**config.mk**
```make
export PLATFORM = sky130hd
export DESIGN_NAME = voice_allocator
export DESIGN_NICKNAME = d
export VERILOG_FILES = /design/src/rtl/voice_allocator.sv
export SDC_FILE = /design/constraint.sdc
export NUM_CORES = 1
export LEC_CHECK = 0
export ABC_AREA = 1
export BUFFER_PORTS_ARGS = -buffer_cell sky130_fd_sc_hd__buf_4
export CORE_AREA = 2 2 222 224
export DETAILED_ROUTE_END_ITERATION = 7
export DIE_AREA = 0 0 224 226
export PLACE_DENSITY = 0.56
export SLEW_MARGIN = 20
export SYNTH_ARGS = -nofsm -noshare
export SYNTH_HDL_FRONTEND = slang
export SYNTH_SLANG_ARGS = --single-unit
```
**constraint.sdc**
```tcl
create_clock -name clk -period 4.6 [get_ports clk]
set_input_delay 0.69 -clock clk [delete_from_list [all_inputs] [get_ports clk]]
set_output_delay 0.69 -clock clk [all_outputs]
set_load 0.01 [all_outputs]
```
**src/rtl/voice_allocator.sv**
```systemverilog
// voice_allocator
// Allocates the synthesizer's time-multiplexed voice slots to note events.
// Each accepted event is followed by a sequential scan of the voice table,
// one slot per cycle. A single apply cycle then updates the per-voice
// frequency, volume and active outputs.
// Optional build macro: VOICE_STEAL_EN.
//   Defined:   a note-on that finds no matching or free slot steals the oldest
//              active slot.
//   Undefined: such a note-on is discarded and note_dropped pulses for one
//              cycle.
module voice_allocator #(
    parameter int N_VOICES  = 8,
    parameter int NOTE_W    = 7,
    parameter int FREQ_W    = 32,
    parameter int VOL_SHIFT = 9
) (
    input  logic                clk,
    input  logic                reset_n,
    input  logic                note_valid,
    output logic                note_ready,
    input  logic                note_on,
    input  logic [NOTE_W-1:0]   note_num,
    input  logic [NOTE_W-1:0]   note_velocity,
    input  logic [FREQ_W-1:0]   note_frequency,
    output logic [FREQ_W-1:0]   frequencies   [N_VOICES],
    output logic [31:0]         voice_volumes [N_VOICES],
    output logic [N_VOICES-1:0] voice_active,
    output logic                note_dropped
);

    localparam int IDX_W = (N_VOICES > 1) ? $clog2(N_VOICES) : 1;
    localparam logic [IDX_W-1:0] LAST_IDX = IDX_W'(N_VOICES - 1);

    typedef enum logic [1:0] {
        ST_IDLE  = 2'd0,
        ST_SCAN  = 2'd1,
        ST_APPLY = 2'd2
    } state_t;

    // Volume word: zero-extended velocity placed at the mixer's volume scale.
    function automatic logic [31:0] vol_of(input logic [NOTE_W-1:0] vel);
        vol_of = 32'(vel) << VOL_SHIFT;
    endfunction

    // Age counter increment that holds at its maximum instead of wrapping.
    function automatic logic [7:0] age_inc(input logic [7:0] age);
        age_inc = (age == 8'd255) ? age : (age + 8'd1);
    endfunction

    state_t                state_r;
    state_t                state_nxt_s;
    logic                  accept_s;
    logic                  ready_r;
    logic                  dropped_r;
    logic [IDX_W-1:0]      idx_r;

    logic                  ev_on_r;
    logic [NOTE_W-1:0]     ev_note_r;
    logic [NOTE_W-1:0]     ev_vel_r;
    logic [FREQ_W-1:0]     ev_freq_r;

    logic                  match_found_r;
    logic [IDX_W-1:0]      match_idx_r;
    logic                  free_found_r;
    logic [IDX_W-1:0]      free_idx_r;

    logic [NOTE_W-1:0]     note_r [N_VOICES];
    logic [7:0]            age_r  [N_VOICES];
    logic [FREQ_W-1:0]     freq_r [N_VOICES];
    logic [31:0]           vol_r  [N_VOICES];
    logic [N_VOICES-1:0]   active_r;

    logic                  slot_active_s;
    logic [NOTE_W-1:0]     slot_note_s;
    logic                  hit_match_s;
    logic                  hit_free_s;

    logic                  alloc_s;
    logic [IDX_W-1:0]      alloc_idx_s;
    logic                  release_s;
    logic [IDX_W-1:0]      release_idx_s;
    logic                  drop_s;

    // Next-state logic for the IDLE -> SCAN -> APPLY -> IDLE sequence.
    always_comb begin
        state_nxt_s = state_r;
        accept_s    = 1'b0;
        case (state_r)
            ST_IDLE: begin
                if (note_valid && ready_r) begin
                    accept_s    = 1'b1;
                    state_nxt_s = ST_SCAN;
                end else begin
                    state_nxt_s = ST_IDLE;
                end
            end
            ST_SCAN: begin
                if (idx_r == LAST_IDX) begin
                    state_nxt_s = ST_APPLY;
                end else begin
                    state_nxt_s = ST_SCAN;
                end
            end
            ST_APPLY: begin
                state_nxt_s = ST_IDLE;
            end
            default: begin
                state_nxt_s = ST_IDLE;
            end
        endcase
    end

    // State register.
    always_ff @(posedge clk) begin
        if (!reset_n) begin
            state_r <= ST_IDLE;
        end else begin
            state_r <= state_nxt_s;
        end
    end

    // Registered handshake ready and drop pulse; ready is low throughout reset.
    always_ff @(posedge clk) begin
        if (!reset_n) begin
            ready_r   <= 1'b0;
            dropped_r <= 1'b0;
        end else begin
            ready_r   <= (state_nxt_s == ST_IDLE);
            dropped_r <= drop_s;
        end
    end

    // Event capture; a note-on with zero velocity is folded into a note-off here.
    always_ff @(posedge clk) begin
        if (!reset_n) begin
            ev_on_r   <= 1'b0;
            ev_note_r <= {NOTE_W{1'b0}};
            ev_vel_r  <= {NOTE_W{1'b0}};
            ev_freq_r <= {FREQ_W{1'b0}};
        end else if (accept_s) begin
            ev_on_r   <= note_on && (note_velocity != {NOTE_W{1'b0}});
            ev_note_r <= note_num;
            ev_vel_r  <= note_velocity;
            ev_freq_r <= note_frequency;
        end
    end

    // Comparisons for the slot currently addressed by the scan index.
    always_comb begin
        slot_active_s = active_r[idx_r];
        slot_note_s   = note_r[idx_r];
        hit_match_s   = slot_active_s && (slot_note_s == ev_note_r) && !match_found_r;
        hit_free_s    = !slot_active_s && !free_found_r;
    end

    // Scan index plus first-match and first-free trackers.
    always_ff @(posedge clk) begin
        if (!reset_n) begin
            idx_r         <= {IDX_W{1'b0}};
            match_found_r <= 1'b0;
            match_idx_r   <= {IDX_W{1'b0}};
            free_found_r  <= 1'b0;
            free_idx_r    <= {IDX_W{1'b0}};
        end else if (accept_s) begin
            idx_r         <= {IDX_W{1'b0}};
            match_found_r <= 1'b0;
            match_idx_r   <= {IDX_W{1'b0}};
            free_found_r  <= 1'b0;
            free_idx_r    <= {IDX_W{1'b0}};
        end else if (state_r == ST_SCAN) begin
            idx_r <= idx_r + IDX_W'(1);
            if (hit_match_s) begin
                match_found_r <= 1'b1;
                match_idx_r   <= idx_r;
            end
            if (hit_free_s) begin
                free_found_r <= 1'b1;
                free_idx_r   <= idx_r;
            end
        end
    end

`ifdef VOICE_STEAL_EN
    logic             old_found_r;
    logic [IDX_W-1:0] old_idx_r;
    logic [7:0]       old_age_r;
    logic [7:0]       slot_age_s;
    logic             hit_old_s;

    // Oldest candidate: only a strictly greater age replaces, so ties keep the lowest index.
    always_comb begin
        slot_age_s = age_r[idx_r];
        hit_old_s  = slot_active_s && (!old_found_r || (slot_age_s > old_age_r));
    end

    // Oldest-active-slot tracker, cleared on accept and refined across the scan.
    always_ff @(posedge clk) begin
        if (!reset_n) begin
            old_found_r <= 1'b0;
            old_idx_r   <= {IDX_W{1'b0}};
            old_age_r   <= 8'd0;
        end else if (accept_s) begin
            old_found_r <= 1'b0;
            old_idx_r   <= {IDX_W{1'b0}};
            old_age_r   <= 8'd0;
        end else if ((state_r == ST_SCAN) && hit_old_s) begin
            old_found_r <= 1'b1;
            old_idx_r   <= idx_r;
            old_age_r   <= slot_age_s;
        end
    end
`endif

    // Apply decision: match first, then a free slot, then steal or drop.
    always_comb begin
        alloc_s       = 1'b0;
        alloc_idx_s   = {IDX_W{1'b0}};
        release_s     = 1'b0;
        release_idx_s = {IDX_W{1'b0}};
        drop_s        = 1'b0;
        if (state_r == ST_APPLY) begin
            if (ev_on_r) begin
                if (match_found_r) begin
                    alloc_s     = 1'b1;
                    alloc_idx_s = match_idx_r;
                end else if (free_found_r) begin
                    alloc_s     = 1'b1;
                    alloc_idx_s = free_idx_r;
                end else begin
`ifdef VOICE_STEAL_EN
                    alloc_s     = 1'b1;
                    alloc_idx_s = old_idx_r;
`else
                    drop_s      = 1'b1;
`endif
                end
            end else begin
                if (match_found_r) begin
                    release_s     = 1'b1;
                    release_idx_s = match_idx_r;
                end else begin
                    release_s     = 1'b0;
                end
            end
        end else begin
            drop_s = 1'b0;
        end
    end

    // Voice table: the only place outputs change outside of reset.
    always_ff @(posedge clk) begin
        if (!reset_n) begin
            for (int i = 0; i < N_VOICES; i++) begin
                note_r[i] <= {NOTE_W{1'b0}};
                age_r[i]  <= 8'd0;
                freq_r[i] <= {FREQ_W{1'b0}};
                vol_r[i]  <= 32'd0;
            end
            active_r <= {N_VOICES{1'b0}};
        end else begin
            for (int i = 0; i < N_VOICES; i++) begin
                if (alloc_s && (alloc_idx_s == IDX_W'(i))) begin
                    note_r[i]   <= ev_note_r;
                    age_r[i]    <= 8'd0;
                    freq_r[i]   <= ev_freq_r;
                    vol_r[i]    <= vol_of(ev_vel_r);
                    active_r[i] <= 1'b1;
                end else if (alloc_s && active_r[i]) begin
                    age_r[i] <= age_inc(age_r[i]);
                end else if (release_s && (release_idx_s == IDX_W'(i))) begin
                    vol_r[i]    <= 32'd0;
                    active_r[i] <= 1'b0;
                    age_r[i]    <= 8'd0;
                end
            end
        end
    end

    assign note_ready    = ready_r;
    assign note_dropped  = dropped_r;
    assign voice_active  = active_r;
    assign frequencies   = freq_r;
    assign voice_volumes = vol_r;

endmodule

```
==> metrics.md <==
| Metric | Value |
|---|---|
| Critical Path Start | state_r[0]$_SDFF_PN0_ |
| Die ar. | 50600 um^2 |
| Post-CTS Repair Setup Buffers | 0 |
| TritonCTS Sinks | between 400 and 500 |
| Reg2Reg Launch Point | state_r[0]$_SDFF_PN0_ |
| Largest net degree at the start of global routing | between 100 and 150 |
| HPWL after DPL | between 30 and 40 mm |
| Critical Path Source Type | register |
| R2r worst-path depth | 10 |
| Worst skew pair latency | around 0.6 ns |
| R2R setup slack | about 1.7 ns |
| Ys Warns | 0 |
| Crit share post-route | 62.0% |
| CTS Buf Count | between 40 and 50 |
| Core area | 48300 um^2 |
| Die W | 224 um |
| Vias | between 10000 and 15000 |
| Achievable Freq | ~0.35 GHz |
| Final nets | approximately 2300 |
| Synth unique cells | 30 |
| Top post-synthesis cells by area | dfxtp_1, edfxtp_1, buf_4 |
| Reg-to-Reg End | note_r[0][3]$_SDFFCE_PN0P_ |
| CTS max path bufs | 3 |
| Leak | 0.00884 uW |
| PwrDens | 390 nW/um^2 |
| DRC | 0 |
| MaxCap Viol Count | 0 |
| Total congestion overflow | 0 |
| Routability cong. | around 0.83 |
| Post-CTS resize count | 0 |
| CTS tree | yes |
| Fin. max-slew vios | 0 |
| Area Growth Syn to Fin | 23.7% |
| Crit Path Class | reg2reg |
| Syn Inst Count | around 2000 |
| HP Class | in2reg |
| Crit path DAT | between 3 and 4 ns |
| Min Clock Period, post-route | around 2.9 ns |
| Mean Syn Cell Area | roughly 8.7 um^2 |
| Setup crit end kind | register |
| Layer with the highest usage | met2 |
| Initial Util | a little over a third |
| Worst Tran Pin Value | just over 1 ns |
| Yosys reg bits | 441 |
| Fin util | between 40% and 50% |
| Clk root buf | clkbuf_16 |
| Setup Skew | approximately 0.017 ns |
| Count of final hold-check violations | 0 |
| Setup TNS | 0 ns |
| Outcome | complete, no violations |
| Initial antenna violation count | 1 |
| Chip Height | 226 um |
| GR Util All Layers | a little over a fifth |
| Post-Synthesis Cell Area | about 17000 um^2 |
| Pre-antenna DRT Iters | 5 |
| Post-route ant nets | 0 |
| Worst Path Max Fanout | 40 |
| Sequential area share after synthesis | between 50% and 60% |
| Initial DRC count | slightly above 1000 |
| Port Buf Inserts | roughly 370 |
| Final setup violation count | 0 |
| GRT met1 Usage | between 20% and 30% |
| Clk pin slew, worst setup/hold paths | roughly 0.06 ns |
| Share of the synthesized area in the top cell type | between 40% and 50% |
| Worst Path Required | approximately 4.8 ns |
| H-tree levels | 2 |
| Critical path capture point | note_r[0][3]$_SDFFCE_PN0P_ |
| Met3 Use GR | 7.33% |
| Worst vdd ir | ~260 uV |
| Boundary pin count | ~570 |
| RSZ-0062 raised after global routing | false |
| Routing usage on met2 | between 30% and 40% |
| Max-slew headroom | roughly a third |
| Hold buffer count at CTS | 0 |
| Vias per inst | 4.80 |
| WL/cell | roughly 19 um |
| Number of global-route vias before repair | 13000 |
| Share of cells above drive strength 1 | 20.7% |
| Synth area leader | dfxtp_1 |
| Global-route wire length before repair | 81.4 mm |
| Row count | 81 |
| Worst hold slack | around 0.37 ns |
| Final WL | about 57 mm |
## cells by family after synthesis
group	share of synthesized area, %
buf+inv	17.3
compound gates	15.8
simple gates	11.4
flops	55.3
fa+ha+maj	0.147
other cells	0.0221
## power by group
group / switching [uW] / leakage [uW] / internal, uW
logic: 375 / 0.00442 / 95.2
clock network: 1620 / 0.000738 / 2130
registers: 27.3 / 0.00368 / 3960
## worst max-delay path, cell delays in order (launching register included)
cell,delay [ns]
dfxtp_1,0.32
inv_1,0.09
nand2_1,0.11
nor2_1,0.18
inv_1,0.09
nor2_2,0.17
inv_2,0.07
nand2_1,0.14
nor2_1,0.11
inv_2,0.74
nand2_1,0.44
## layer usage
layer	vias up	wire length [um]
li1	6714	-
met1	6729	23400
met2	568	26100
met3	95	5430
met4	0	1570
met5	-	0
## placed cells by master, fill, tap and decap left out, types with 2 or more instances in the layout
master / n
nor4_1: 4
a21oi_1: 137
inv_2: 7
clkbuf_16: 48
o21ai_4: 3
nor2_1: 89
clkinv_4: 2
nand2_1: 162
o22ai_1: 129
clkinv_2: 4
conb_1: 200
clkbuf_8: 12
clkbuf_1: 16
clkinv_1: 33
nor3_1: 3
nand4_1: 3
inv_1: 215
o31ai_1: 6
buf_4: 387
o21ai_1: 17
dfxtp_1: 385
nand2_2: 8
o21ai_0: 206
edfxtp_1: 56
ha_1: 2
nand3_1: 171
## cell usage after synthesis, drive strengths merged
master,number
a21oi,137
and3,1
buf,253
clkbuf,57
clkinv,33
conb,1
dfxtp,385
edfxtp,56
ha,2
inv,223
nand2,170
nand3,171
nand4,3
nor2,90
nor3,5
nor4,4
o211ai,1
o21a,1
o21ai,226
o22ai,129
o31ai,6
or2,1
## stage by stage
stage / setup slack (ns) / power (uW) / cell area [um^2] / std cells
after floorplan: 2.58 / 4480 / 17700 / 2154
after global placement: 1.86 / 4530 / 19500 / 2854
after detailed placement: 1.80 / 4530 / 19500 / 2854
after CTS: 1.79 / 8280 / 21000 / 2939
after global routing: 1.44 / 8480 / 21000 / 2940
final: 1.75 / 8200 / 21000 / 2940
## sequential cells by signal (all words and copies together) (netlist names), 2 cells and up, named ones only
register       flops
voice_volumes     56
note_r            56
match_idx_r        3
state_r            2
voice_active       8
ev_note_r          7
ev_vel_r           7
ev_freq_r         32
free_idx_r         3
frequencies      256
idx_r              3
## worst min-delay path by stage
stage                                        from                            end  cells past startpoint
floorplan              free_idx_r[0]$_SDFFE_PP0P_     free_idx_r[0]$_SDFFE_PP0P_                      2
global placement     frequencies[95]$_SDFFE_PN0N_   frequencies[95]$_SDFFE_PN0N_                      2
detailed placement  frequencies[142]$_SDFFE_PN0N_  frequencies[142]$_SDFFE_PN0N_                      2
CTS                              note_velocity[1]       ev_vel_r[1]$_SDFFE_PN0P_                      3
global route                     note_velocity[1]       ev_vel_r[1]$_SDFFE_PN0P_                      3
finish                           note_velocity[1]       ev_vel_r[1]$_SDFFE_PN0P_                      3
## area by class of cell
type,instances,area (um^2)
fill,4785,27300
sequential,441,9390
multi-input combinational,1147,5450
timing repair buffer,388,2920
clock buffer,76,1430
inverter,256,962
tap,622,778
clock inverter,9,85.1
antenna,1,2.50
Power figures use the tool's default switching activity.
